$ cat src/rtl/apb_command_master.sv
// APB3/APB4 initiator: one command in flight, valid/ready command and response
// streams, PREADY timeout guard.
module apb_command_master #(
    parameter int ADDRESS_WIDTH  = 7,
    parameter int BUS_WIDTH      = 32,
    parameter int TIMEOUT_CYCLES = 16
) (
    input  logic                       i_clk,
    input  logic                       i_rst,
    input  logic                       i_cmd_valid,
    output logic                       o_cmd_ready,
    input  logic                       i_cmd_write,
    input  logic [ADDRESS_WIDTH-1:0]   i_cmd_address,
    input  logic [BUS_WIDTH-1:0]       i_cmd_write_data,
    input  logic [BUS_WIDTH/8-1:0]     i_cmd_strobe,
    output logic                       o_resp_valid,
    input  logic                       i_resp_ready,
    output logic [BUS_WIDTH-1:0]       o_resp_read_data,
    output logic                       o_resp_error,
    output logic                       o_resp_timeout,
    output logic                       o_psel,
    output logic                       o_penable,
    output logic                       o_pwrite,
    output logic [ADDRESS_WIDTH-1:0]   o_paddr,
    output logic [2:0]                 o_pprot,
    output logic [BUS_WIDTH-1:0]       o_pwdata,
    output logic [BUS_WIDTH/8-1:0]     o_pstrb,
    input  logic                       i_pready,
    input  logic                       i_pslverr,
    input  logic [BUS_WIDTH-1:0]       i_prdata
);
    localparam int SW = BUS_WIDTH / 8;
    localparam int CW = (TIMEOUT_CYCLES > 0) ? $clog2(TIMEOUT_CYCLES + 1) : 1;
    localparam logic [CW-1:0] T_LIM = CW'(TIMEOUT_CYCLES);

    typedef enum logic [1:0] {IDLE, SETUP, ACCESS, RESPONSE} state_t;

    state_t                   state_q, state_d;
    logic                     write_q, write_d;
    logic [ADDRESS_WIDTH-1:0] addr_q, addr_d;
    logic [BUS_WIDTH-1:0]     wdata_q, wdata_d;
    logic [SW-1:0]            strb_q, strb_d;
    logic [BUS_WIDTH-1:0]     rdata_q, rdata_d;
    logic                     err_q, err_d;
    logic                     tmo_q, tmo_d;
    logic [CW-1:0]            cnt_q, cnt_d;
    logic [CW-1:0]            cnt_inc;

    assign cnt_inc = cnt_q + CW'(1);

    always_comb begin
        state_d = state_q;
        write_d = write_q;
        addr_d  = addr_q;
        wdata_d = wdata_q;
        strb_d  = strb_q;
        rdata_d = rdata_q;
        err_d   = err_q;
        tmo_d   = tmo_q;
        cnt_d   = cnt_q;
        case (state_q)
            IDLE: begin
                if (i_cmd_valid) begin
                    write_d = i_cmd_write;
                    addr_d  = i_cmd_address;
                    wdata_d = i_cmd_write_data;
                    // Reads never present byte enables on the bus.
                    strb_d  = i_cmd_write ? i_cmd_strobe : '0;
                    cnt_d   = '0;
                    state_d = SETUP;
                end
            end
            SETUP: state_d = ACCESS;
            ACCESS: begin
                if (i_pready) begin
                    rdata_d = write_q ? '0 : i_prdata;
                    err_d   = i_pslverr;
                    tmo_d   = 1'b0;
                    state_d = RESPONSE;
                end else if (TIMEOUT_CYCLES != 0) begin
                    if (cnt_inc == T_LIM) begin
                        rdata_d = '0;
                        err_d   = 1'b1;
                        tmo_d   = 1'b1;
                        state_d = RESPONSE;
                    end else begin
                        cnt_d = cnt_inc;
                    end
                end
            end
            RESPONSE: begin
                if (i_resp_ready) state_d = IDLE;
            end
            default: state_d = IDLE;
        endcase
    end

    always_ff @(posedge i_clk or posedge i_rst) begin
        if (i_rst) begin
            state_q <= IDLE;
            write_q <= 1'b0;
            addr_q  <= '0;
            wdata_q <= '0;
            strb_q  <= '0;
            rdata_q <= '0;
            err_q   <= 1'b0;
            tmo_q   <= 1'b0;
            cnt_q   <= '0;
        end else begin
            state_q <= state_d;
            write_q <= write_d;
            addr_q  <= addr_d;
            wdata_q <= wdata_d;
            strb_q  <= strb_d;
            rdata_q <= rdata_d;
            err_q   <= err_d;
            tmo_q   <= tmo_d;
            cnt_q   <= cnt_d;
        end
    end

    assign o_cmd_ready      = (state_q == IDLE);
    assign o_psel           = (state_q == SETUP) || (state_q == ACCESS);
    assign o_penable        = (state_q == ACCESS);
    assign o_resp_valid     = (state_q == RESPONSE);
    assign o_pwrite         = write_q;
    assign o_paddr          = addr_q;
    assign o_pwdata         = wdata_q;
    assign o_pstrb          = strb_q;
    assign o_pprot          = 3'b000;
    assign o_resp_read_data = rdata_q;
    assign o_resp_error     = err_q;
    assign o_resp_timeout   = tmo_q;
endmodule

$ cat config.mk
export PLATFORM = sky130hd
export DESIGN_NAME = apb_command_master
export DESIGN_NICKNAME = d
export VERILOG_FILES = /design/src/rtl/apb_command_master.sv
export SDC_FILE = /design/constraint.sdc
export NUM_CORES = 1
export LEC_CHECK = 0
export CAP_MARGIN = 10
export CORE_AREA = 3 3 126 79
export DETAILED_ROUTE_END_ITERATION = 10
export DIE_AREA = 0 0 129 82
export PLACE_DENSITY = 0.79
export SYNTH_ARGS = -nofsm -noshare
export SYNTH_HDL_FRONTEND = slang
export SYNTH_SLANG_ARGS = --single-unit
$ cat constraint.sdc
create_clock -name i_clk -period 3.9 [get_ports i_clk]
set_clock_uncertainty 0.15 [all_clocks]
set_input_delay 0.78 -clock i_clk [delete_from_list [all_inputs] [get_ports i_clk]]
set_output_delay 0.78 -clock i_clk [all_outputs]
set_load 0.01 [all_outputs]
# Word level (Yosys, flattened, before mapping)
# Index checks and enable logic that the tools add are counted.
[classes]
n_addsub = 1
n_mul = 0
n_div = 0
n_lt_le_gt_ge = 0
eq_ne = 9
shift = 0
n_mux = 16
bitwise = 0
n_reduce_logical = 8
[ops]
columns = ["operator", "count"]
rows = [
  ["two-way mux 32 bit", 3],
  ["two-way mux 5 bit", 3],
  ["case mux 5 bit (2 select lines)", 1],
  ["two-way mux 2 bit", 4],
  ["case mux 2 bit (4 select lines)", 1],
  ["inequality test 2 bit (second input constant)", 3],
  ["adder 5 x 1 -> 5 bit (second input constant)", 1],
  ["== test 5 bit (second input constant)", 1],
  ["== test 2 bit (second input constant)", 2],
  ["two-way mux 4 bit", 1],
  ["AND reduction 2 bit", 2],
  ["AND reduction 4 bit", 1],
  ["nonzero test 2 bit", 2],
  ["two-way mux 1 bit", 3],
  ["inequality test 3 x 1 -> 1 bit (second input constant)", 1],
  ["AND reduction 3 bit", 1],
  ["== test 2 x 1 -> 1 bit (second input constant)", 1],
  ["logical NOT 2 bit", 1],
  ["inequality test 2 x 1 -> 1 bit (second input constant)", 1],
  ["logical OR 1 bit", 1],
]
[word_totals]
register_bits = 85
latch_bits = 0
ramBits = 0
mem_bits_ro = 0
in_bits = 82
out_inout_bits = 85
wordCells = 43
memories = 0

# Logic depth before layout (Yosys ltp)
[depth]
ltp_word = 5
mapped_depth = 8

# Least setup slack after synthesis
# Ideal clock, no wire load.
[synth_path]
path_kind = "input -> register"
from = "in i_cmd_valid"
to = "reg addr_q[3] (netlist: o_paddr[3])"
setup_ns = 0.125
t_arrival_ns = 1.610
t_required_ns = 3.625
setup_slack_ns = 2.016
cell_stages = 4
n_path_buf = 2
cell_sequence = "nand2_1 -> buf_2 -> buf_2 -> mux2_2"
[synth_via]
elab_chain_cells = 1
[synth_rtl]
columns = ["item", "line_no", "rtl"]
rows = [
  ["start: declaration", "10", "input logic i_cmd_valid,"],
  ["AND reduction 2 bit (no source line)", "n/a", ""],
  ["end signal: assignment", "112", "addr_q <= addr_d;"],
  ["end: declaration", "40", "logic [ADDRESS_WIDTH-1:0] addr_q, addr_d;"],
]
# No other way between the ends.
# A chain may end at the register's enable or synchronous reset.

# Final worst setup path
[layout_path]
from = "reg state_q[0]"
to = "out o_penable"
[layout_via]
elab_chain_cells = 1
[layout_rtl]
columns = ["item", "line_no", "rtl"]
rows = [
  ["start: declaration", "38", "state_t state_q, state_d;"],
  ["start signal: assignment", "110", "state_q <= state_d;"],
  ["== test 2 bit", "124", "assign o_penable = (state_q == ACCESS);"],
  ["end: declaration", "22", "output logic o_penable,"],
]
# No other way between the ends.

==> impl_metrics.yaml <==
detailed_routing:
  wire_per_inst_um: 16.6
  drt_iter0_markers: 211
  vias_per_cell: 5.17
  remaining_drc_errors: 0
  antenna_left: 0
  first_pass_iters: 4
  routed_wirelength_um: 9890
  vias: 3087
placed_design:
  place.gp.congestion: 0.730
  dp_hpwl_um: 7170
  io_buffers: 163
  pre_cts_ws_ns: 1.14
floorplanning:
  die_area_mm2: 0.0106
  die_y_um: 82
  core_area_mm2: 0.00899
  dieWidth_um: 129
  start_util: 0.412
  rows: 27
  io_pins: 167
clock_network:
  cts_tree: "yes"
  insertion_delay_ns: 0.33
  cts_made_buffers: 9
  post-cts-setup-buffers: 0
  cts_resized: 0
  cts_max_path_buffers: 2
  cts.clk_slew.worst_paths_ns: 0.06
  cts_root_buf: "clkbuf_16"
  clock_sink_count: 85
  postCtsHoldBufs: 0
  h-tree-depth: 3
sta:
  setup_viol: 0
  clock.fmax_ghz: 0.346
  relSlewSlack: 0.513
  timing.hold.ws_ns: 0.344
  tightestPinTransition_ns: 0.728
  tns_ns: 0
  setup_ws_ns: 1.01
  slew_violations: 0
  rsz0062_at_grt: "no"
  min_period_ns: 2.89
  fin_crit_sh: 0.740
  hold_viol: 0
worst_setup_path:
  critPathCaptureType: "output pin"
  cp_data_required_time_ns: 2.97
  arrival_ns: 1.96
  crit_type: "reg2out"
  critPathLaunchType: "register"
  crit_fanout: 12
grt:
  grt_pass1_wl_um: 15400
  grt_overflow: 0
  grt_max_degree: 86
  met1_usage: 0.250
  grt_pass1_vias: 3037
  grt_use_total: 0.184
  grt_util_met3: 0.0624
  gr-usage-met2: 0.287
  busiest_layer: "met2"
  antenna_found_initial: 0
layout:
  syn_to_final_growth_pct: 54.3
  drive_gt1_frac: 0.137
  nFillCells: 713
  num_antenna_cells: 0
  utilization: 0.635
  nNetsFinal: 563
yosys:
  yosys.area.top_type: "dfrtp_1"
  synth.area.top_cells: "dfrtp_1, mux2_2, a22oi_1"
  async_reset_ff_frac: 1.00
  ys_warn_count: 0
  synth_cell_types: 38
  syn_avg_cell_area_um2: 11.7
  syn_area_mm2: 0.00370
  synthFlopType: "dfrtp_1"
  synth_seq_cells: 85
  synthDominantCellAreaShare: 0.575
  synth_edf_count: 0
  synth.most_common_cell: "dfrtp_1"
  synthCells: 316
  synthTopCellsByCount: "dfrtp_1, nand2_1, mux2_2, o21ai_0, a22oi_1"
  ys_seq_area_frac: 0.575
hold_path:
  hold_class: "reg2reg"
pwr:
  vdd_ir_drop_max_v: 0.000344
  p_per_area_mw_per_mm2: 791
  power_leakage_nw: 2.37
flow_run:
  maxCapViolCount: 0
status:
  status: "finished clean"
[flip-flops by register name, indices dropped and copies added, names as in the netlist]
name,count
o_paddr,7
o_resp_error,1
cnt_q,5
o_pwrite,1
state_q,2
o_resp_read_data,32
o_pwdata,32
o_pstrb,4
o_resp_timeout,1
[per-layer routing]
| layer | part of all wire | wire, µm | vias up |
|---|---|---|---|
| met5 | 0 | 0 | - |
| met1 | 0.44 | 4330 | 1511 |
| met2 | 0.48 | 4800 | 113 |
| li1 | - | - | 1450 |
| met4 | 0.012 | 114 | 0 |
| met3 | 0.066 | 655 | 13 |
[final timing paths]
check | slack [ns] | startpoint | depth (start not counted) | end
setup / recovery | 1.01 | state_q[0]$_DFFE_PP0P_ | 3 | o_penable
hold / removal | 0.34 | o_pstrb[3]$_DFFE_PP0P_ | 2 | o_pstrb[3]$_DFFE_PP0P_
setup reg to reg | 1.67 | state_q[0]$_DFFE_PP0P_ | 6 | cnt_q[2]$_DFFE_PP0P_
hold reg to reg | 0.34 | o_pstrb[3]$_DFFE_PP0P_ | 2 | o_pstrb[3]$_DFFE_PP0P_
max in group asynchronous | 2.51 | i_rst | 3 | cnt_q[0]$_DFFE_PP0P_
min in group asynchronous | 0.70 | i_rst | 3 | o_paddr[4]$_DFFE_PP0P_
[logic make-up (layout without fill, tap and decap cells)]
family          Yosys count  count (layout)  share of synthesized area
flops                    85              85                      0.575
buf+inv                  29             192                     0.0426
fa+ha+maj                 5               5                     0.0169
mux                      42              42                      0.127
other cells               1               3                    0.00101
compound gates           89              89                      0.159
simple gates             65              65                     0.0781
[power by group]
part	internal [W]	leakage, nW	switching (W)
Combinational	0.00123	1.24	0.000867
Clock	0.000499	0.140	0.000344
Sequential	0.00130	0.986	0.000273
Total	0.00303	2.37	0.00148
[layout make-up]
class                      instances  area, µm²  share of cell area
multi-input combinational        204       1430               0.250
clock inverter                     5       60.1              0.0105
timing repair buffer             169       1690               0.296
sequential                        85       2130               0.373
inverter                           7       27.5             0.00482
clock buffer                      11        233              0.0408
tap                              116        145              0.0254
[through the flow]
stage                     cells  total power (W)  area (µm²)
after floorplan             318          0.00255        3710
after detailed placement    581          0.00371        5420
final                       597          0.00452        5710
after global placement      581          0.00363        5420
after global routing        597          0.00481        5710
after CTS                   597          0.00457        5710
[layout by cell type (no fill, tap or decap), types with 2 or more instances in the layout]
cell and instances:
buf_4 5, nand2_1 49, nand3_1 3, clkdlybuf4s50_1 163, o21ai_0 36, a21oi_1 3
clkinv_2 2, and2b_1 2, nor2_1 2, mux2i_1 2, clkbuf_1 2, mux2_2 40
clkbuf_16 9, dfrtp_1 85, conb_1 3, ha_1 5, o311a_1 2, nor3b_1 2
inv_1 4, a22oi_1 33, o21ai_1 3, clkinv_1 2
[worst max-delay path: stages (launching register included)]
cell             delay (ns)
dfrtp_1                0.39
inv_1                  0.13
ha_1                   0.47
clkdlybuf4s50_1        0.63
Power figures use the tool's default switching activity.
